## src/rtl/truth_table_sweeper_if.sv

```systemverilog
// rtl/truth_table_sweeper_if.sv - control, vector and result signals of the truth table sweeper
// master drives start/abort and the logic-under-test responses; slave is the sweeper itself.
interface truth_table_sweeper_if;
  logic        start;
  logic        abort;
  logic        x1, x2, x3, x4, x5;
  logic        f_in;
  logic        g_in;
  logic        busy;
  logic        done;
  logic        pass;
  logic [31:0] f_table;
  logic [31:0] g_table;
  logic [5:0]  err_count;
  logic [4:0]  first_err_idx;

  modport master (
    output start, abort, f_in, g_in,
    input  x1, x2, x3, x4, x5, busy, done, pass, f_table, g_table, err_count, first_err_idx
  );

  modport slave (
    input  start, abort, f_in, g_in,
    output x1, x2, x3, x4, x5, busy, done, pass, f_table, g_table, err_count, first_err_idx
  );
endinterface

```

## src/rtl/truth_table_sweeper.sv

```systemverilog
// rtl/truth_table_sweeper.sv - exhaustive 5-input sweep with f/g truth table capture and check
// Every output is a register; vector i is held SETTLE cycles in DRIVE plus one SAMPLE cycle.
module truth_table_sweeper #(
  parameter logic [31:0] F_EXPECT = 32'hC8F5_0035,
  parameter logic [31:0] G_EXPECT = 32'hC8F5_0035,
  parameter int unsigned SETTLE   = 1
) (
  input logic                 clk,
  input logic                 rst_n,
  truth_table_sweeper_if.slave bus
);
  typedef enum logic [1:0] {IDLE, DRIVE, SAMPLE, DONE} state_t;

  localparam logic [3:0] SETTLE_LAST = 4'(SETTLE - 1);

  state_t      state;
  logic [4:0]  idx;
  logic [3:0]  settle_cnt;
  logic [4:0]  x;
  logic        busy;
  logic        done;
  logic        pass;
  logic [31:0] f_table;
  logic [31:0] g_table;
  logic [5:0]  err_count;
  logic [4:0]  first_err_idx;
  logic        mismatch;

  assign mismatch = (bus.f_in != F_EXPECT[idx]) | (bus.g_in != G_EXPECT[idx]);

  always_ff @(posedge clk or negedge rst_n) begin
    if (!rst_n) begin
      state         <= IDLE;
      idx           <= 5'd0;
      settle_cnt    <= 4'd0;
      x             <= 5'd0;
      busy          <= 1'b0;
      done          <= 1'b0;
      pass          <= 1'b0;
      f_table       <= 32'd0;
      g_table       <= 32'd0;
      err_count     <= 6'd0;
      first_err_idx <= 5'd0;
    end else begin
      case (state)
        IDLE, DONE: begin
          if (bus.start) begin
            state         <= DRIVE;
            idx           <= 5'd0;
            settle_cnt    <= 4'd0;
            x             <= 5'd0;
            busy          <= 1'b1;
            done          <= 1'b0;
            pass          <= 1'b0;
            f_table       <= 32'd0;
            g_table       <= 32'd0;
            err_count     <= 6'd0;
            first_err_idx <= 5'd0;
          end
        end
        DRIVE: begin
          if (bus.abort) begin
            state      <= IDLE;
            idx        <= 5'd0;
            settle_cnt <= 4'd0;
            x          <= 5'd0;
            busy       <= 1'b0;
            done       <= 1'b0;
            pass       <= 1'b0;
          end else begin
            settle_cnt <= settle_cnt + 4'd1;
            if (settle_cnt == SETTLE_LAST) state <= SAMPLE;
          end
        end
        SAMPLE: begin
          if (bus.abort) begin
            state      <= IDLE;
            idx        <= 5'd0;
            settle_cnt <= 4'd0;
            x          <= 5'd0;
            busy       <= 1'b0;
            done       <= 1'b0;
            pass       <= 1'b0;
          end else begin
            f_table[idx] <= bus.f_in;
            g_table[idx] <= bus.g_in;
            if (mismatch) begin
              err_count <= err_count + 6'd1;
              if (err_count == 6'd0) first_err_idx <= idx;
            end
            // pass is registered, so it folds in this final vector's result
            if (idx == 5'd31) begin
              state <= DONE;
              busy  <= 1'b0;
              done  <= 1'b1;
              pass  <= (err_count == 6'd0) && !mismatch;
            end else begin
              state      <= DRIVE;
              idx        <= idx + 5'd1;
              x          <= idx + 5'd1;
              settle_cnt <= 4'd0;
            end
          end
        end
        default: state <= IDLE;
      endcase
    end
  end

  assign {bus.x1, bus.x2, bus.x3, bus.x4, bus.x5} = x;
  assign bus.busy          = busy;
  assign bus.done          = done;
  assign bus.pass          = pass;
  assign bus.f_table       = f_table;
  assign bus.g_table       = g_table;
  assign bus.err_count     = err_count;
  assign bus.first_err_idx = first_err_idx;
endmodule
```

## src/flat_wrapper.sv

```systemverilog
// flat-port wrapper written by rule: the top's interface ports become plain ports
module truth_table_sweeper_flat 
#(
  parameter logic [31:0] F_EXPECT = 32'hC8F5_0035,
  parameter logic [31:0] G_EXPECT = 32'hC8F5_0035,
  parameter int unsigned SETTLE   = 1
)
  (clk, rst_n, bus_start, bus_abort, bus_f_in, bus_g_in, bus_x1, bus_x2, bus_x3, bus_x4, bus_x5, bus_busy, bus_done, bus_pass, bus_f_table, bus_g_table, bus_err_count, bus_first_err_idx);
  truth_table_sweeper_if bus_i ();
  input logic clk;
  input logic rst_n;
  input wire logic [$bits(bus_i.start)-1:0] bus_start;
  input wire logic [$bits(bus_i.abort)-1:0] bus_abort;
  input wire logic [$bits(bus_i.f_in)-1:0] bus_f_in;
  input wire logic [$bits(bus_i.g_in)-1:0] bus_g_in;
  output wire logic [$bits(bus_i.x1)-1:0] bus_x1;
  output wire logic [$bits(bus_i.x2)-1:0] bus_x2;
  output wire logic [$bits(bus_i.x3)-1:0] bus_x3;
  output wire logic [$bits(bus_i.x4)-1:0] bus_x4;
  output wire logic [$bits(bus_i.x5)-1:0] bus_x5;
  output wire logic [$bits(bus_i.busy)-1:0] bus_busy;
  output wire logic [$bits(bus_i.done)-1:0] bus_done;
  output wire logic [$bits(bus_i.pass)-1:0] bus_pass;
  output wire logic [$bits(bus_i.f_table)-1:0] bus_f_table;
  output wire logic [$bits(bus_i.g_table)-1:0] bus_g_table;
  output wire logic [$bits(bus_i.err_count)-1:0] bus_err_count;
  output wire logic [$bits(bus_i.first_err_idx)-1:0] bus_first_err_idx;
  assign bus_i.start = bus_start;
  assign bus_i.abort = bus_abort;
  assign bus_i.f_in = bus_f_in;
  assign bus_i.g_in = bus_g_in;
  assign bus_x1 = bus_i.x1;
  assign bus_x2 = bus_i.x2;
  assign bus_x3 = bus_i.x3;
  assign bus_x4 = bus_i.x4;
  assign bus_x5 = bus_i.x5;
  assign bus_busy = bus_i.busy;
  assign bus_done = bus_i.done;
  assign bus_pass = bus_i.pass;
  assign bus_f_table = bus_i.f_table;
  assign bus_g_table = bus_i.g_table;
  assign bus_err_count = bus_i.err_count;
  assign bus_first_err_idx = bus_i.first_err_idx;
  truth_table_sweeper #(.F_EXPECT(F_EXPECT), .G_EXPECT(G_EXPECT), .SETTLE(SETTLE)) u_core (.clk(clk), .rst_n(rst_n), .bus(bus_i));
endmodule
```

## config.mk

```make
export PLATFORM = sky130hd
export DESIGN_NAME = truth_table_sweeper_flat
export DESIGN_NICKNAME = d
export VERILOG_FILES = /design/src/rtl/truth_table_sweeper_if.sv /design/src/rtl/truth_table_sweeper.sv /design/src/flat_wrapper.sv
export SDC_FILE = /design/constraint.sdc
export NUM_CORES = 1
export LEC_CHECK = 0
export BUFFER_PORTS_ARGS = -buffer_cell sky130_fd_sc_hd__buf_2
export CORE_ASPECT_RATIO = 1.25
export CORE_MARGIN = 2
export CORE_UTILIZATION = 60
export DETAILED_ROUTE_END_ITERATION = 6
export PLACE_DENSITY = 0.95
export REMOVE_ABC_BUFFERS = 1
export SYNTH_ARGS = -nofsm -noshare
export SYNTH_HDL_FRONTEND = slang
export SYNTH_SLANG_ARGS = --single-unit
```

## constraint.sdc

```tcl
create_clock -name clk -period 5.68 [get_ports clk]
set_input_delay 0.284 -clock clk [delete_from_list [all_inputs] [get_ports clk]]
set_output_delay 0.284 -clock clk [all_outputs]
set_load 0.01 [all_outputs]
```

Yosys cells after proc, flatten, opt, wreduce, memory -nomap -nowiden
Memory sizes are Yosys's and may differ from the RTL's.
Cells that the tools add are included.
{ "word_totals": {"wordCells": 92, "rom_bits": 32, "mem_count": 1, "reg_bits": 89} }
{ "mem_list": {"columns": ["memory", "words", "width", "read_ports", "rd_ports_with_merged_regs", "write_ports", "line", "text"], "rows": [
  ["(no name shown)", 32, 1, 1, 0, 0, "truth_table_sweeper.sv:29", "assign mismatch = (bus.f_in != F_EXPECT[idx]) | (bus.g_in != G_EXPECT[idx]);"]
]} }
{ "op_classes": {"mux": 46, "bitwise": 1, "n_eq_ne": 14, "n_reduce_logical": 15, "order_cmp": 2, "add_sub_neg": 3} }
{ "op_table": {"columns": ["operator", "n"], "rows": [
  ["one-hot mux 32 bit (2 select lines)", 2],
  ["two-way mux 32 bit", 3],
  ["bitwise mux 32 bit", 2],
  ["two-way mux 5 bit", 7],
  ["two-way mux 6 bit", 3],
  ["two-way mux 4 bit", 4],
  ["one-hot mux 5 bit (3 select lines)", 1],
  ["one-hot mux 4 bit (3 select lines)", 1],
  ["one-hot mux 6 bit (2 select lines)", 1],
  ["two-way mux 1 bit", 11],
  ["two-way mux 2 bit", 5],
  ["one-hot mux 5 bit (2 select lines)", 1],
  ["one-hot mux 1 bit (3 select lines)", 3],
  ["AND reduction 3 bit", 3],
  ["adder 6 x 1 -> 6 bit, second input constant", 1],
  ["zero test 6 bit", 1],
  ["less-than comparator 5 x 6 -> 1 bit, second input constant", 1],
  ["inequality test 2 bit, second input constant", 3],
  ["inequality test 3 x 2 -> 1 bit, second input constant", 2],
  ["one-hot mux 2 bit (3 select lines)", 1],
  ["adder 5 x 1 -> 5 bit, second input constant", 1],
  ["demux 1 bit (select 5 bit)", 1],
  ["== test 5 bit, second input constant", 1],
  ["greater-or-equal comparator 5 x 1 -> 1 bit, second input constant", 1],
  ["16 further kinds", 21]
]} }

Longest topological paths before layout
{ "logic_depth": {"ltp_word": 9, "ltp_mapped": 11, "mapped_depth_nobuf": 8} }

Worst setup path after synthesis
No wires, ideal clock.
{ "synth_path": {"path_kind": "flip-flop to flip-flop", "start": "register u_core.idx[1]", "end": "register u_core.err_count[3] (netlist: u_core.bus.err_count[3])", "path_stages_with_launch": 7, "slack_ns": 3.540, "arrival_ns": 2.063, "synth_period_minus_slack_ns": 2.140, "required_time_ns": 5.603, "n_path_buf": 0, "cell_sequence": "dfrtp_1 ha_1 and4b_2 a211o_4 mux2i_2 or4_1 a21oi_1"} }
{ "synth_between": {"elab_chain_cells": 6, "word_cells_on_any_way": 7, "classes_between": "eq/ne (3); mux (1); bitwise (1); reduce/logical (1); memory (1)"} }
{ "synth_rtl": {"columns": ["element", "line", "text"], "rows": [
  ["from (decl)", "truth_table_sweeper.sv:17", "logic [4:0] idx;"],
  ["from (signal assigned)", "truth_table_sweeper.sv:99", "idx <= idx + 5'd1;"],
  ["memory (32 x 1 bit) (*)", null, null],
  ["two-way mux 1 bit (implied by the code) (*)", "truth_table_sweeper.sv:29", null],
  ["inequality test 1 bit", "truth_table_sweeper.sv:29", null],
  ["OR 1 bit (*)", "truth_table_sweeper.sv:29", null],
  ["inequality test 2 x 1 -> 1 bit (no source line) (*)", null, null],
  ["AND reduction 4 bit (no source line) (*)", null, null],
  ["to (signal assigned)", "truth_table_sweeper.sv:88", "err_count <= err_count + 6'd1;"],
  ["to (decl)", "truth_table_sweeper.sv:25", "logic [5:0] err_count;"]
]} }
Mark *: on every way between the ends. The rest lies on a longest branch, timed or not. The select of a mux whose other input is x is not followed.
A chain may end at the register's enable or synchronous reset.

Worst setup path in the final report
{ "layout_path": {"start": "register u_core.state[0]", "end": "register u_core.g_table[24] (netlist: u_core.bus.g_table[24])"} }
{ "layout_between": {"elab_chain_cells": 4, "word_cells_on_any_way": 9, "classes_between": "eq/ne (4); mux (1); reduce/logical (4)"} }
{ "layout_rtl": {"columns": ["element", "line", "text"], "rows": [
  ["from (decl)", "truth_table_sweeper.sv:16", "state_t state;"],
  ["from (signal assigned)", "truth_table_sweeper.sv:33", "state <= IDLE;"],
  ["from (signal assigned)", "truth_table_sweeper.sv:48", "state <= DRIVE;"],
  ["from (signal assigned)", "truth_table_sweeper.sv:63", "state <= IDLE;"],
  ["== test 2 bit / zero test 2 bit (equally long branches)", "truth_table_sweeper.sv:45", "case (state)"],
  ["OR reduction 2 bit", "truth_table_sweeper.sv:45", null],
  ["inequality test 2 bit (no source line) / nonzero test 2 bit (equally long branches)", null, null],
  ["AND reduction 3 bit (no source line)", null, null],
  ["to (signal, indexed assignment)", "truth_table_sweeper.sv:86", "g_table[idx] <= bus.g_in;"],
  ["to (decl)", "truth_table_sweeper.sv:24", "logic [31:0] g_table;"]
]} }
Several ways; a longest one is shown, not always the timed one.

==> metrics.txt <==
status completed; CP startpoint kind register; Final Max Slew Viols 0; Area growth, synth to finish 14.49%; cts repair resizes 0; Clock Skew 8.638 ps; Core Area 7357 sq um; Port Buffers 88; Final Util 0.7095; CTS Buf Count 9; cell taking the most area after synthesis dfrtp_1; final-report setup violation count 0; EDFF count, synth 0; Seq cells post-synth 89; router iterations before antenna repair 5; CTS tree built; via count 3902; unrepaired setup endpoints after global routing false; Sw Pwr 605.1 uW; antenna-violating nets left 0; Vias/cell 6.012; Syn Inst Count 481; IO Pins 89; final hold viol count 0; maximum clock insertion buffer count 2; crit path time final 3620 ps; remaining global-route overflow 0; slowest CP cell and2_1; final WL 11.37 mm; Slew @ Worst Pin 1247 ps; clock power share 0.291; global-route wire length before repair 18.49 mm; drc violations 0; Int Power 990.7 uW; Placement Setup Slack 2195 ps; Die H 101.5 microns; setup TNS 0 ps; register area share after synthesis 0.4885; Final Cycle Share 0.6372; top post-synthesis cells by area dfrtp_1 49%, mux2i_1 12%, nand2_1 7.6%; CTS H-tree lvls 3; Initial DRC Count 356; crit-path max FO 28; max incr delay on CP 810 ps; CTS Hold Bufs 0; CTS clock-pin slew for the worst setup and hold paths 90 ps; Post-CTS Setup Bufs 0; root buffer cell clkbuf_8; worst min-delay path category in2async; initial antenna violation count 0; peak supply drop 212.0 uV; Initial Util 0.6197; crit path kind reg2reg; DIE AREA 8317 sq um; Reg power frac 0.423; WP data arrival 3900 ps; max frequency 276.3 MHz; WP buf/inv 1; count of different cell masters after synthesis 43; worst skew pair latency 370 ps; Commonest cells post-synth 92 x nand2_1, 89 x dfrtp_1, 55 x mux2i_1; cell with the most instances after synthesis nand2_1; worst endpoint required time 5960 ps; share of post-route cells with drive strength above 1 0.2065; share of flip-flops with an asynchronous set or reset 1.000; Pwr per Cell Area 305.7 nW/um^2; main flop type after synthesis dfrtp_1; final setup margin 2060 ps; switch share 0.3792; chip width 81.97 microns; vias in the first global route 3806; Logic pwr share 0.286; Synth warnings 0; row count 35; Placer Congestion 0.8286; Mapped Avg Cell Area 9.479 sq um; Mapped Area 4559 sq um; number of diodes 0; Critical Path, Cell by Cell inv_1 > ha_1 > nor2b_1 > o21a_1 > and2_1 > mux2i_1 > o21ai_0; DP Wirelength 7.425 mm; Crit path max-delay family simple AND/OR/NAND/NOR gates; Crit. End Element register; # nets final 569; Static Leak 2.634 nW; max-cap violations 0; Avg WL per Cell 17.51 microns; share of the synthesized area in the top cell type 0.4885; TritonCTS Sinks 89; Slew HR 0.1677; gr usage total 0.2903; maximum number of pins on one net before global-route repair 90
-- metal layers --
metal	track usage	share of wire
met4	0.1577	0.025
met3	0.05793	0.075
met1	0.3787	0.39
met2	0.4540	0.50
met5	0	0
-- cell type report --
cell class | instances | area (sq um)
well taps | 92 | 115.1
flip-flops and latches | 89 | 2227
multi-input cells | 351 | 2170
inverters | 12 | 45.04
repair buffers | 89 | 450.4
clock inverters | 5 | 61.31
clock buffers | 11 | 151.4
fillers | 529 | 2137
-- cell usage in the layout (no fill, tap or decap), drive strengths merged, types with 5 or more instances in the layout --
cell / Yosys / final
nand2: 92 / 92
dfrtp: 89 / 89
buf: 14 / 89
o21ai: 66 / 66
mux2i: 56 / 56
nand3: 21 / 21
nor2: 17 / 17
a21oi: 14 / 14
inv: 12 / 13
nand2b: 11 / 11
ha: 11 / 11
clkbuf: 15 / 11
nand4: 10 / 10
nor3: 6 / 6
or3: 6 / 6
nor2b: 5 / 5
o211ai: 5 / 5
and2: 5 / 5
-- final timing paths --
path | slack [ps] | startpoint | cells past startpoint | end
hold / removal | 100 | rst_n | 1 | u_core.bus.err_count[5]$_DFFE_PN0P_
hold reg to reg | 510 | u_core.bus.f_table[5]$_DFFE_PN0P_ | 2 | u_core.bus.f_table[5]$_DFFE_PN0P_
min in group clk | 280 | bus_f_in | 3 | u_core.bus.f_table[31]$_DFFE_PN0P_
setup reg to reg | 2060 | u_core.state[0]$_DFFE_PN0P_ | 7 | u_core.bus.g_table[24]$_DFFE_PN0P_
setup / recovery | 2060 | u_core.state[0]$_DFFE_PN0P_ | 7 | u_core.bus.g_table[24]$_DFFE_PN0P_
max in group asynchronous | 4860 | rst_n | 1 | u_core.bus.g_table[10]$_DFFE_PN0P_
-- through the flow --
stage | power, mW | cells | area [sq um] | hold WS, ps
after CTS | 1.583 | 649 | 5220 | 165.7
after detailed placement | 1.134 | 633 | 5007 | 489.1
after global routing | 1.669 | 649 | 5220 | 212.8
final | 1.596 | 649 | 5220 | 104.7
after global placement | 1.112 | 633 | 5007 | 474.4
after floorplan | 0.9765 | 452 | 4434 | -11.59
-- power groups by stage --
stage               clock network, mW  logic [mW]  registers [mW]
global route                    0.491       0.501           0.677
detailed placement                  0       0.448           0.686
floorplan                           0       0.288           0.688
CTS                             0.461       0.449           0.674
global placement                    0       0.428           0.685
finish                          0.465       0.456           0.674
-- registers in the layout, indices dropped and copies added (netlist names) --
name                      count
u_core.bus.g_table           32
u_core.bus.busy               1
u_core.state                  2
u_core.bus.pass               1
u_core.settle_cnt             4
u_core.bus.done               1
u_core.bus.f_table           32
u_core.bus.err_count          6
u_core.idx                    5
u_core.bus.first_err_idx      5
-- logic make-up after synthesis --
logic type | Yosys count | share of synthesized area
multiplexers | 59 | 0.1312
buffers and inverters | 41 | 0.03732
adder cells (fa/ha/maj) | 11 | 0.03019
flip-flops | 89 | 0.4885
AO/OA/AOI/OAI | 98 | 0.1257
AND/OR/NAND/NOR | 181 | 0.1833
XOR/XNOR | 2 | 0.003843
(Power assumes the default switching activity.)
